## src/rtl/bus_arbiter.sv

```systemverilog
// Round-robin bus arbiter. One-hot grant to one of NUM_REQ masters, held for a
// whole bus transaction, and released on end/error/withdraw/timeout.
// Optional BUSY watchdog: define BUS_WATCHDOG_EN to abort overlong transactions
// and pulse errorOUT. Without it errorOUT is tied low.
module bus_arbiter #(
  parameter int unsigned NUM_REQ         = 4,
  parameter int unsigned GRANT_TIMEOUT   = 16,
  parameter int unsigned WATCHDOG_CYCLES = 256
) (
  input  logic                       clock,
  input  logic                       reset,
  input  logic [NUM_REQ-1:0]         request,
  output logic [NUM_REQ-1:0]         granted,
  input  logic                       begin_transactionIN,
  input  logic                       end_transactionIN,
  input  logic                       errorIN,
  output logic                       bus_busy,
  output logic [$clog2(NUM_REQ)-1:0] owner,
  output logic                       errorOUT
);

  localparam int unsigned IW = $clog2(NUM_REQ);
  localparam int unsigned TW = $clog2(GRANT_TIMEOUT + 1);
  localparam logic [IW:0]   NumReqW = (IW + 1)'(NUM_REQ);
  localparam logic [TW-1:0] TMax    = TW'(GRANT_TIMEOUT - 1);

  // Elaboration-time parameter sanity checks
  if (NUM_REQ < 2 || NUM_REQ > 8) begin : g_bad_num_req
    $error("NUM_REQ must be in 2..8");
  end
  if (GRANT_TIMEOUT < 1) begin : g_bad_timeout
    $error("GRANT_TIMEOUT must be at least 1");
  end
  if (WATCHDOG_CYCLES < 1) begin : g_bad_watchdog
    $error("WATCHDOG_CYCLES must be at least 1");
  end

  typedef enum logic [1:0] {StIdle, StGrant, StBusy} state_e;

  state_e             state_q, state_d;
  logic [NUM_REQ-1:0] granted_q, granted_d;
  logic [IW-1:0]      owner_q, owner_d;
  logic               busy_q, busy_d;
  logic [IW-1:0]      ptr_q, ptr_d;
  logic [TW-1:0]      tcnt_q, tcnt_d;

`ifdef BUS_WATCHDOG_EN
  localparam int unsigned WW = $clog2(WATCHDOG_CYCLES + 1);
  localparam logic [WW-1:0] WMax = WW'(WATCHDOG_CYCLES - 1);
  logic [WW-1:0] wd_cnt_q, wd_cnt_d;
  logic          err_q, err_d;
`endif

  // Round-robin pick: rotate requests so ptr sits at bit 0, take lowest set bit
  logic [2*NUM_REQ-1:0] req_dbl;
  logic [NUM_REQ-1:0]   req_rot;
  logic [IW-1:0]        pick_off;
  logic [IW-1:0]        pick_idx;
  logic [IW-1:0]        ptr_next;
  logic [IW:0]          pick_sum;
  logic [IW:0]          ptr_sum;
  logic                 pick_valid;

  // Select the next grantee starting from the priority pointer
  always_comb begin
    req_dbl    = {request, request};
    req_rot    = req_dbl[ptr_q +: NUM_REQ];
    pick_valid = |request;
    pick_off   = '0;
    for (int i = NUM_REQ - 1; i >= 0; i--) begin
      if (req_rot[i]) pick_off = IW'(i);
    end
    pick_sum = {1'b0, ptr_q} + {1'b0, pick_off};
    pick_idx = (pick_sum >= NumReqW) ? IW'(pick_sum - NumReqW) : pick_sum[IW-1:0];
    ptr_sum  = {1'b0, pick_idx} + (IW + 1)'(1);
    ptr_next = (ptr_sum == NumReqW) ? '0 : ptr_sum[IW-1:0];
  end

  logic owner_req;
  logic release_grant;

  // Next-state and registered-output logic
  always_comb begin
    state_d       = state_q;
    granted_d     = granted_q;
    owner_d       = owner_q;
    busy_d        = busy_q;
    ptr_d         = ptr_q;
    tcnt_d        = tcnt_q;
    release_grant = 1'b0;
    owner_req     = |(request & granted_q);
`ifdef BUS_WATCHDOG_EN
    wd_cnt_d      = wd_cnt_q;
    err_d         = 1'b0;
`endif
    unique case (state_q)
      StIdle: begin
        if (pick_valid && !errorIN) begin
          state_d   = StGrant;
          granted_d = NUM_REQ'(1) << pick_idx;
          owner_d   = pick_idx;
          busy_d    = 1'b1;
          ptr_d     = ptr_next;
          tcnt_d    = '0;
        end
      end
      StGrant: begin
        if (tcnt_q != TMax) tcnt_d = tcnt_q + TW'(1);
        // error > begin > withdraw > timeout; end strobe is ignored here
        if (errorIN) begin
          release_grant = 1'b1;
        end else if (begin_transactionIN) begin
          state_d = StBusy;
`ifdef BUS_WATCHDOG_EN
          wd_cnt_d = '0;
`endif
        end else if (!owner_req) begin
          release_grant = 1'b1;
        end else if (tcnt_q == TMax) begin
          release_grant = 1'b1;
        end
      end
      StBusy: begin
        if (errorIN || end_transactionIN) begin
          release_grant = 1'b1;
        end
`ifdef BUS_WATCHDOG_EN
        else if (wd_cnt_q == WMax) begin
          release_grant = 1'b1;
          err_d         = 1'b1;
        end
        if (wd_cnt_q != WMax) wd_cnt_d = wd_cnt_q + WW'(1);
`endif
      end
      default: release_grant = 1'b1;
    endcase
    if (release_grant) begin
      state_d   = StIdle;
      granted_d = '0;
      owner_d   = '0;
      busy_d    = 1'b0;
    end
  end

  // State and output registers, asynchronously cleared
  always_ff @(posedge clock or posedge reset) begin
    if (reset) begin
      state_q   <= StIdle;
      granted_q <= '0;
      owner_q   <= '0;
      busy_q    <= 1'b0;
      ptr_q     <= '0;
      tcnt_q    <= '0;
    end else begin
      state_q   <= state_d;
      granted_q <= granted_d;
      owner_q   <= owner_d;
      busy_q    <= busy_d;
      ptr_q     <= ptr_d;
      tcnt_q    <= tcnt_d;
    end
  end

`ifdef BUS_WATCHDOG_EN
  // Watchdog counter and abort pulse register
  always_ff @(posedge clock or posedge reset) begin
    if (reset) begin
      wd_cnt_q <= '0;
      err_q    <= 1'b0;
    end else begin
      wd_cnt_q <= wd_cnt_d;
      err_q    <= err_d;
    end
  end
  assign errorOUT = err_q;
`else
  assign errorOUT = 1'b0;
`endif

  assign granted  = granted_q;
  assign owner    = owner_q;
  assign bus_busy = busy_q;

endmodule

```

## config.mk

```make
export PLATFORM = sky130hd
export DESIGN_NAME = bus_arbiter
export DESIGN_NICKNAME = d
export VERILOG_FILES = /design/src/rtl/bus_arbiter.sv
export SDC_FILE = /design/constraint.sdc
export NUM_CORES = 1
export LEC_CHECK = 0
export CORE_UTILIZATION = 40
export CTS_CLUSTER_SIZE = 14
export DETAILED_ROUTE_END_ITERATION = 7
export SLEW_MARGIN = 20
export SYNTH_ARGS = -nofsm -noshare
export SYNTH_HDL_FRONTEND = slang
export SYNTH_SLANG_ARGS = --single-unit
```

## constraint.sdc

```tcl
create_clock -name clock -period 2.4 [get_ports clock]
set_input_delay 0.24 -clock clock [delete_from_list [all_inputs] [get_ports clock]]
set_output_delay 0.24 -clock clock [all_outputs]
set_load 0.03 [all_outputs]
```

* Word-level counts from Yosys, hierarchy flattened
Cells that the tools add are included.
** Storage, ports and cells
- Flip-flop bits (word level) :: 16
- Logic and storage cells :: 67
- Input bits :: 9
** Operators by class
- Reduce and logical (&&, ||, !) cells :: 14
- Mux-type cells :: 29
- Add/sub/neg operators :: 4
- Shift-type cells :: 2
- Order comparisons :: 1
- Equal/unequal tests :: 10
- Bitwise logic cells :: 1
** Operators by type and width (count)
- $mux 2 :: 13
- $mux 4 :: 3
- $mux 5 :: 2
- $pmux 5 s2 :: 1
- $ne 3x3->1 const B :: 3
- $mux 1 :: 8
- $reduce_or 4->1 :: 2
- $shiftx 8x3->4 :: 1
- $reduce_bool 2->1 :: 3
- $add 5x1->5 const B :: 1
- $eq 5x4->1 const B :: 1
- $ne 5x4->1 const B :: 1
- $and 4x4->4 :: 1
- $ne 2x2->1 const B :: 2
- $pmux 2 s2 :: 1
- $reduce_and 2->1 :: 2
- $reduce_and 4->1 :: 1
- $shl 1x2->4 const A :: 1
- $add 2x1->3 const B :: 1
- $add 2x2->3 :: 1
- $eq 3x3->1 const B :: 1
- $ge 3x3->1 const B :: 1
- $pmux 1 s3 :: 1
- $reduce_and 3->1 :: 1
- 8 further kinds :: 8

* Longest topological paths before layout
Gate-level depths: netlist (run 1).
- Depth after elaboration :: 12
- Depth in mapped cells :: 11
- Gate-level depth less buffers :: 10

* Worst setup path before layout (run 1)
No wires, ideal clock.
- Kind :: reg-to-reg
- From :: reg ptr_q[0]
- To :: reg ptr_q[1]
- Stages on the path, launching flop included :: 10
- Setup slack :: 0.305 ns
- Required time :: 2.267 ns
- Arrival :: 1.962 ns
- Library setup time :: 0.133 ns
- Path buffers :: 1
- Path through :: dfrtp_1 > clkbuf_2 > or4_1 > o2111ai_1 > ha_1 > xnor2_1 > inv_1 > ha_1 > nand2_1 > o21ai_0
** Between the ends
- Cells in the longest elaborated chain, start to end :: 11
- Elaborated cells between the ends (all ways) :: 12
- Classes of those cells :: add/sub (3); order compare (1); eq/ne (1); shift (1); mux (6)
** RTL lines
- from (decl) :: line 44 : logic [IW-1:0] ptr_q, ptr_d;
- from (signal assigned) :: line 159 : ptr_q <= ptr_d;
- $shiftx 8x3->4 :: line 67 : req_rot = req_dbl[ptr_q +: NUM_REQ];
- $mux 2 (4 in a row) :: line 71 : if (req_rot[i]) pick_off = IW'(i);
- $add 2x2->3 (*) :: line 73 : pick_sum = {1'b0, ptr_q} + {1'b0, pick_off};
- $ge 3x3->1 / $sub 2x1->2 (equally long branches) :: line 74 : pick_idx = (pick_sum >= NumReqW) ? IW'(pick_sum - NumReqW) : pick_sum[IW-1:0];
- $mux 2 (*) :: line 74
- $add 2x1->3 (*) :: line 75 : ptr_sum = {1'b0, pick_idx} + (IW + 1)'(1);
- $eq 3x3->1 :: line 76 : ptr_next = (ptr_sum == NumReqW) ? '0 : ptr_sum[IW-1:0];
- $mux 2 (*) :: line 76
- named net ptr_next[1] :: line 59 : logic [IW-1:0] ptr_next;
The timed path passes the listed nets; every way through them passes the cells marked *.
A chain may end at the register's enable or synchronous reset.

* Worst setup path after layout (run 1)
Same ends and word-level chain as after synthesis.

==> results of run 1 <==
[power by group through the flow]
| stage | registers [mW] | clock network (mW) | logic [mW] |
|---|---|---|---|
| 4_1_cts | 0.472 | 0.141 | 0.772 |
| 3_5_place_dp | 0.478 | 0 | 0.770 |
| 5_1_grt | 0.489 | 0.148 | 0.857 |
| 6_report | 0.474 | 0.137 | 0.759 |
| 3_3_place_gp | 0.472 | 0 | 0.750 |
| 2_1_floorplan | 0.536 | 0 | 0.432 |
[layout make-up]
class,count,area [um2]
Multi-Input combinational cell,82,514
Sequential cell,16,400
Clock buffer,3,22.5
Timing Repair Buffer,22,203
Tap cell,28,35.0
Fill cell,234,1060
Inverter,6,22.5
[registers in the layout (all words and copies together) (netlist names)]
register  flops
owner         2
ptr_q         2
bus_busy      1
state_q       2
tcnt_q        5
granted       4
[placed cells by master, fill, tap and decap left out, types with 3 or more instances in the layout]
cell | netlist | final
buf_4 | 1 | 7
ha_1 | 7 | 7
inv_1 | 5 | 5
clkdlybuf4s50_1 | 0 | 15
dfrtp_1 | 16 | 16
o21ai_0 | 9 | 9
clkbuf_4 | 0 | 3
nand2_1 | 16 | 16
a21oi_1 | 4 | 4
nor2_1 | 13 | 13
[worst paths after layout]
path                          start   endpoint  slack, ps  depth (start not counted)
min                           reset  tcnt_q[1]        330                          2
min reg2reg                bus_busy   bus_busy        510                          2
max reg2reg                ptr_q[0]   ptr_q[1]        330                          8
max                        ptr_q[0]   ptr_q[1]        330                          8
min in group clock         bus_busy   bus_busy        510                          2
max in group asynchronous     reset  tcnt_q[2]       1670                          2
[cell families after synthesis]
group | Yosys count | share of synthesized area
compound gates | 26 | 0.188
xor+xnor | 3 | 0.0269
fa+ha+maj | 7 | 0.0896
flops | 16 | 0.410
other cells | 1 | 0.00384
simple gates | 45 | 0.218
buf+inv | 13 | 0.0640
[metrics by stage]
stage          cell area, um2  utilization
4_1_cts                  1200        0.531
2_1_floorplan             977            -
3_3_place_gp             1170        0.521
6_report                 1200        0.531
5_1_grt                  1200        0.531
3_5_place_dp             1170        0.521
[metal layers]
| layer | GRT usage | wire length (um) |
|---|---|---|
| met5 | 0 | 0 |
| met3 | 0.0417 | 58 |
| met1 | 0.256 | 1050 |
| met4 | 0.0766 | 16 |
| met2 | 0.301 | 1020 |
==> parameters.txt, run 1 <==
Parameter                              Value

Clocking
  Hold bufs inserted after CTS ... 0
  Total clock buffers created by CTS ... 3
  Number of gates resized after cts ... 0
  Clock Tree Buf Depth ... 2
  Clk sinks ... 16
  Clock-pin slew reported for the worst setup and hold paths after clock tree synthesis ... 90 ps
  TritonCTS clock tree ... built
  Number of buffers inserted to repair setup after CTS ... 0
  Htree depth ... 1
  Clock network latency to the later pin of the worst-skew pair ... 280 ps
  Master cell of the clock root buffer ... clkbuf_4

Power and ir drop
  Sequential power share ... 0.346
  Int Power ... 0.755 mW
  IR Drop Worst-Case VDD ... 0.645 mV
  Switching component of the power ... 0.616 mW
  Switching part of the total power ... 0.449
  Power share of the combinational group ... 0.554
  Cell area power density ... 1140 nW/um2
  Overall power consumption ... 1.37 mW
  Cell leakage power ... 0.529 nW
  Relative contribution of the clock network to total power ... 0.100

Worst setup path
  Critical path data arrival time ... 2240 ps
  Sort of element at the start of the critical path ... flop
  Worst Path Buf+Inv ... 1
  Crit Path Category ... flop to flop
  Cells along the critical path ... or4_1 > o2111ai_1 > ha_1 > xnor2_1 > inv_1 > ha_1 > nand2_1 > o21ai_0
  Required time at the endpoint of the critical path ... 2570 ps
  Slowest cell on crit path ... or4_1
  Crit path max fanout ... 9
  Max stage delay on crit path ... 560 ps
  Category of cells accounting for the largest share of critical-path delay ... simple AND/OR/NAND/NOR gates
  Cell with the most instances on the worst path ... ha_1
  Endpoint type of the worst setup path ... flop

Placement
  Count of buffers from port buffering ... 15
  Post-placement worst setup slack ... 66.7 ps
  Post-DP HPWL ... 1630 um
  Final estimated routing congestion in global placement ... 0.767
  Number of cells after detailed placement ... 154

STA
  Clock tree skew after final layout ... 7.53 ps
  Final-report hold violation count ... 0
  Setup slack of the critical path after layout ... 327 ps
  RSZ-0062 raised after global routing ... no
  Transition time of the tightest slew-check pin ... 618 ps
  Min cycle time layout ... 2070 ps
  FMAX ... 482 MHz
  Number of pins with negative max-slew slack in the final report ... 0
  Worst slew margin ... 0.587
  Portion of the clock cycle consumed by the worst path in the final layout ... 0.864
  # setup viols final ... 0
  Worst hold slack after final layout ... 326 ps
  Sum of negative setup slack ... 0 ps

Min path
  Worst Hold Class ... input pin to asynchronous set/reset pin

Die
  Top-level I/O count ... 17
  Total Die Area ... 2640 um2
  Area of the core region ... 2250 um2
  Width of the chip ... 51.4 um
  Die Y ... 51.4 um
  Row count ... 17
  Effective utilization at floorplan ... 0.433

Logic synthesis
  Cell types occupying the most area after synthesis ... dfrtp_1, ha_1, nand2_1, nor2_1, o21ai_0
  Top_reg_cell synth ... dfrtp_1
  Net count after synthesis ... 127
  Yosys warning total ... 0
  Sequential cell area fraction in the yosys report ... 0.410
  Post-synth top area share ... 0.410
  Post-synth top area cell ... dfrtp_1
  Syn Std Cell Area ... 977 um2
  Top cells by count, synth ... dfrtp_1, nand2_1, nor2_1
  Register bit count reported by yosys ... 16
  Count of flip-flops with a built-in enable after synthesis ... 0
  Synth unique cells ... 39
  Instance count of the mapped netlist ... 111
  Async SR Flop Fraction ... 1.00
  Post-Syn Area per Cell ... 8.80 um2

Finish
  Synthesis-to-finish area growth ... 22.5%
  Final #Nets ... 147
  Number of antenna diodes ... 0
  Number of standard cells in the final layout excluding fillers ... 157
  Share of post-route cells with drive strength above 1 ... 0.124

Route
  TritonRoute pass-1 iters ... 4
  Number of vias per cell after detailed routing ... 5.27
  Mean routed wirelength per cell ... 13.7 um
  Count of antenna-violating nets left after detailed routing ... 0
  Final routed DRC violation total ... 0
  Drt first-iter violations ... 10
  DR vias ... 827
  Final WL ... 2150 um

Run
  Max-cap viol count ... 0

GRT
  GR Overflow Total ... 0
  Via count of the first global-routing pass ... 806
  Pin count of the biggest net entering global routing ... 17
  Antenna violations before repair ... 0
  Global-route usage over all layers ... 0.193
  Wire length of the first global-routing pass ... 3670 um

Status
  Run status ... finished clean
No activity file was read; power rests on OpenSTA's default activity.
==> run 2, diff against run 1 <==
--- a/config.mk
+++ b/config.mk
@@ -5,8 +5,9 @@
 export SDC_FILE = /design/constraint.sdc
 export NUM_CORES = 1
 export LEC_CHECK = 0
+export CAP_MARGIN = 20
 export CORE_UTILIZATION = 40
-export CTS_CLUSTER_SIZE = 14
+export CTS_CLUSTER_SIZE = 24
 export DETAILED_ROUTE_END_ITERATION = 7
 export SLEW_MARGIN = 20
 export SYNTH_ARGS = -nofsm -noshare
==> constraint.sdc (replaced) <==
create_clock -name clock -period 2.35 [get_ports clock]
set_input_delay 0.235 -clock clock [delete_from_list [all_inputs] [get_ports clock]]
set_output_delay 0.235 -clock clock [all_outputs]
set_load 0.03 [all_outputs]
==> run 2 against run 1 <==
  * Global-route usage decreased by 0.46 points
  * Critical path depth unchanged
  * Critical endpoint unchanged
  * Clock skew increased by 0.60 ps
  * Largest power group unchanged
==> parameters.txt, run 2 (synthesized netlist as in run 1, its figures left out) <==
Parameter                              Value

Route
  Post-Route M1 WL ... 951 um
  Final routed DRC violation total ... 0
  Mean routed wirelength per cell ... 13.2 um
  Final WL ... 2080 um
  Top layer used by detailed routing ... met4
  TritonRoute pass-1 iters ... 4
  Count of antenna-violating nets left after detailed routing ... 0
  Routed length on met2 ... 1000 um
  Met3 routed wirelength ... 81 um
  DR vias ... 843
  Drt first-iter violations ... 21
  Number of vias per cell after detailed routing ... 5.37

Placement
  Final estimated routing congestion in global placement ... 0.764
  Count of buffers from port buffering ... 15
  Post-placement worst setup slack ... 45.1 ps
  Post-DP HPWL ... 1580 um

Power and ir drop
  Cell leakage power ... 0.529 nW
  IR Drop Worst-Case VDD ... 0.706 mV
  Cell area power density ... 1170 nW/um2

Worst setup path
  Critical path data arrival time ... 2240 ps
  Max stage delay on crit path ... 550 ps
  Reg2reg start ... ptr_q[0]
  Endpoint type of the worst setup path ... flop
  Required time at the endpoint of the critical path ... 2520 ps
  Category of cells accounting for the largest share of critical-path delay ... simple AND/OR/NAND/NOR gates
  Worst r2r path cells ... 8
  Endpoint of the worst register-to-register path ... ptr_q[1]
  Cell with the most instances on the worst path ... ha_1
  Sort of element at the start of the critical path ... flop
  Internal reg-to-reg setup slack ... 280 ps
  Worst Path Buf+Inv ... 1
  Crit path max fanout ... 9
  Crit Path Category ... flop to flop
  Slowest cell on crit path ... or4_1
  Cells along the critical path ... or4_1 > o2111ai_1 > ha_1 > xnor2_1 > inv_1 > ha_1 > nand2_1 > o21ai_0

STA
  FMAX ... 484 MHz
  Worst hold slack after final layout ... 323 ps
  # setup viols final ... 0
  Transition time of the tightest slew-check pin ... 632 ps
  Clock tree skew after final layout ... 8.13 ps
  Sum of negative setup slack ... 0 ps
  Setup slack of the critical path after layout ... 283 ps
  Number of pins with negative max-slew slack in the final report ... 0
  Final-report hold violation count ... 0
  RSZ-0062 raised after global routing ... no
  Portion of the clock cycle consumed by the worst path in the final layout ... 0.879
  Min cycle time layout ... 2070 ps
  Worst slew margin ... 0.578

Die
  Die Y ... 51.4 um
  Width of the chip ... 51.4 um
  Effective utilization at floorplan ... 0.433
  Area of the core region ... 2250 um2
  Row count ... 17
  Total Die Area ... 2640 um2
  Top-level I/O count ... 17

GRT
  Pin count of the biggest net entering global routing ... 17
  GR Overflow Total ... 0
  Via count of the first global-routing pass ... 805
  Wire length of the first global-routing pass ... 3520 um
  Antenna violations before repair ... 0
  Global-route usage over all layers ... 0.188

Clocking
  Number of gates resized after cts ... 0
  Hold bufs inserted after CTS ... 0
  Clk sinks ... 16
  Clock Tree Buf Depth ... 2
  Clock-pin slew reported for the worst setup and hold paths after clock tree synthesis ... 100 ps
  Number of buffers inserted to repair setup after CTS ... 0
  Htree depth ... 1
  TritonCTS clock tree ... built
  Master cell of the clock root buffer ... clkbuf_4
  Clock network latency to the later pin of the worst-skew pair ... 280 ps
  Total clock buffers created by CTS ... 3

Finish
  Commonest non-fill, non-tap cells in the layout ... nand2_1, dfrtp_1, clkdlybuf4s50_1
  Max FFs per register ... 5
  Number of antenna diodes ... 0
  End-of-flow core utilization ... 0.531
  Register name with the most flops ... tcnt_q
  Share of post-route cells with drive strength above 1 ... 0.124
  Synthesis-to-finish area growth ... 22.5%
  Final #Nets ... 147

Status
  Run status ... finished clean

Run
  Max-cap viol count ... 0

Min path
  Worst Hold Class ... input pin to asynchronous set/reset pin
[run 2: cell counts in the layout (fill, tap and decap cells not counted)]
No cell type changed its count.
[run 2: worst max path at each step]
stage	startpoint	endpoint	slack [ps]	cells after the start
after floorplan	ptr_q[0]	ptr_q[1]	250	9
after global placement	request[0]	ptr_q[1]	90	9
after detailed placement	request[0]	ptr_q[1]	50	9
after CTS	ptr_q[0]	ptr_q[1]	270	8
after global routing	ptr_q[0]	ptr_q[1]	170	8
final	ptr_q[0]	ptr_q[1]	280	8
[run 2: metrics by stage]
| stage | power [mW] | std cells | area [um2] |
|---|---|---|---|
| finish | 1.40 | 157 | 1200 |
| floorplan | 0.988 | 111 | 977 |
| detailed placement | 1.27 | 154 | 1170 |
| global route | 1.53 | 157 | 1200 |
| global placement | 1.25 | 154 | 1170 |
| CTS | 1.41 | 157 | 1200 |
[run 2: power by group]
| part | internal [mW] | switching (mW) |
|---|---|---|
| clock | 0.0594 | 0.0865 |
| sequential | 0.375 | 0.107 |
| combinational | 0.335 | 0.435 |
[run 2: worst register-to-register path, stage by stage (launching register included)]
cell	delay, ps
dfrtp_1	500
or4_1	550
o2111ai_1	90
ha_1	200
xnor2_1	140
inv_1	90
ha_1	270
nand2_1	50
o21ai_0	60
[run 2: layout make-up]
cell class	count	area [um2]
well taps	28	35.0
flip-flops and latches	16	400
multi-input cells	82	514
inverters	6	22.5
clock buffers	3	22.5
fillers	245	1060
repair buffers	22	203
[run 2: metal layers]
metal,vias to the layer above,global-route usage
li1,416,-
met1,409,0.239
met2,14,0.290
met3,4,0.0417
met4,0,0.108
met5,-,0
==> run 3, diff against run 2 <==
--- a/config.mk
+++ b/config.mk
@@ -5,6 +5,7 @@
 export SDC_FILE = /design/constraint.sdc
 export NUM_CORES = 1
 export LEC_CHECK = 0
+export ABC_CLOCK_PERIOD_IN_PS = 2350
 export CAP_MARGIN = 20
 export CORE_UTILIZATION = 40
 export CTS_CLUSTER_SIZE = 24
==> results of run 3 <==
The final DEF is identical to that of run 2; final timing and power are the same.
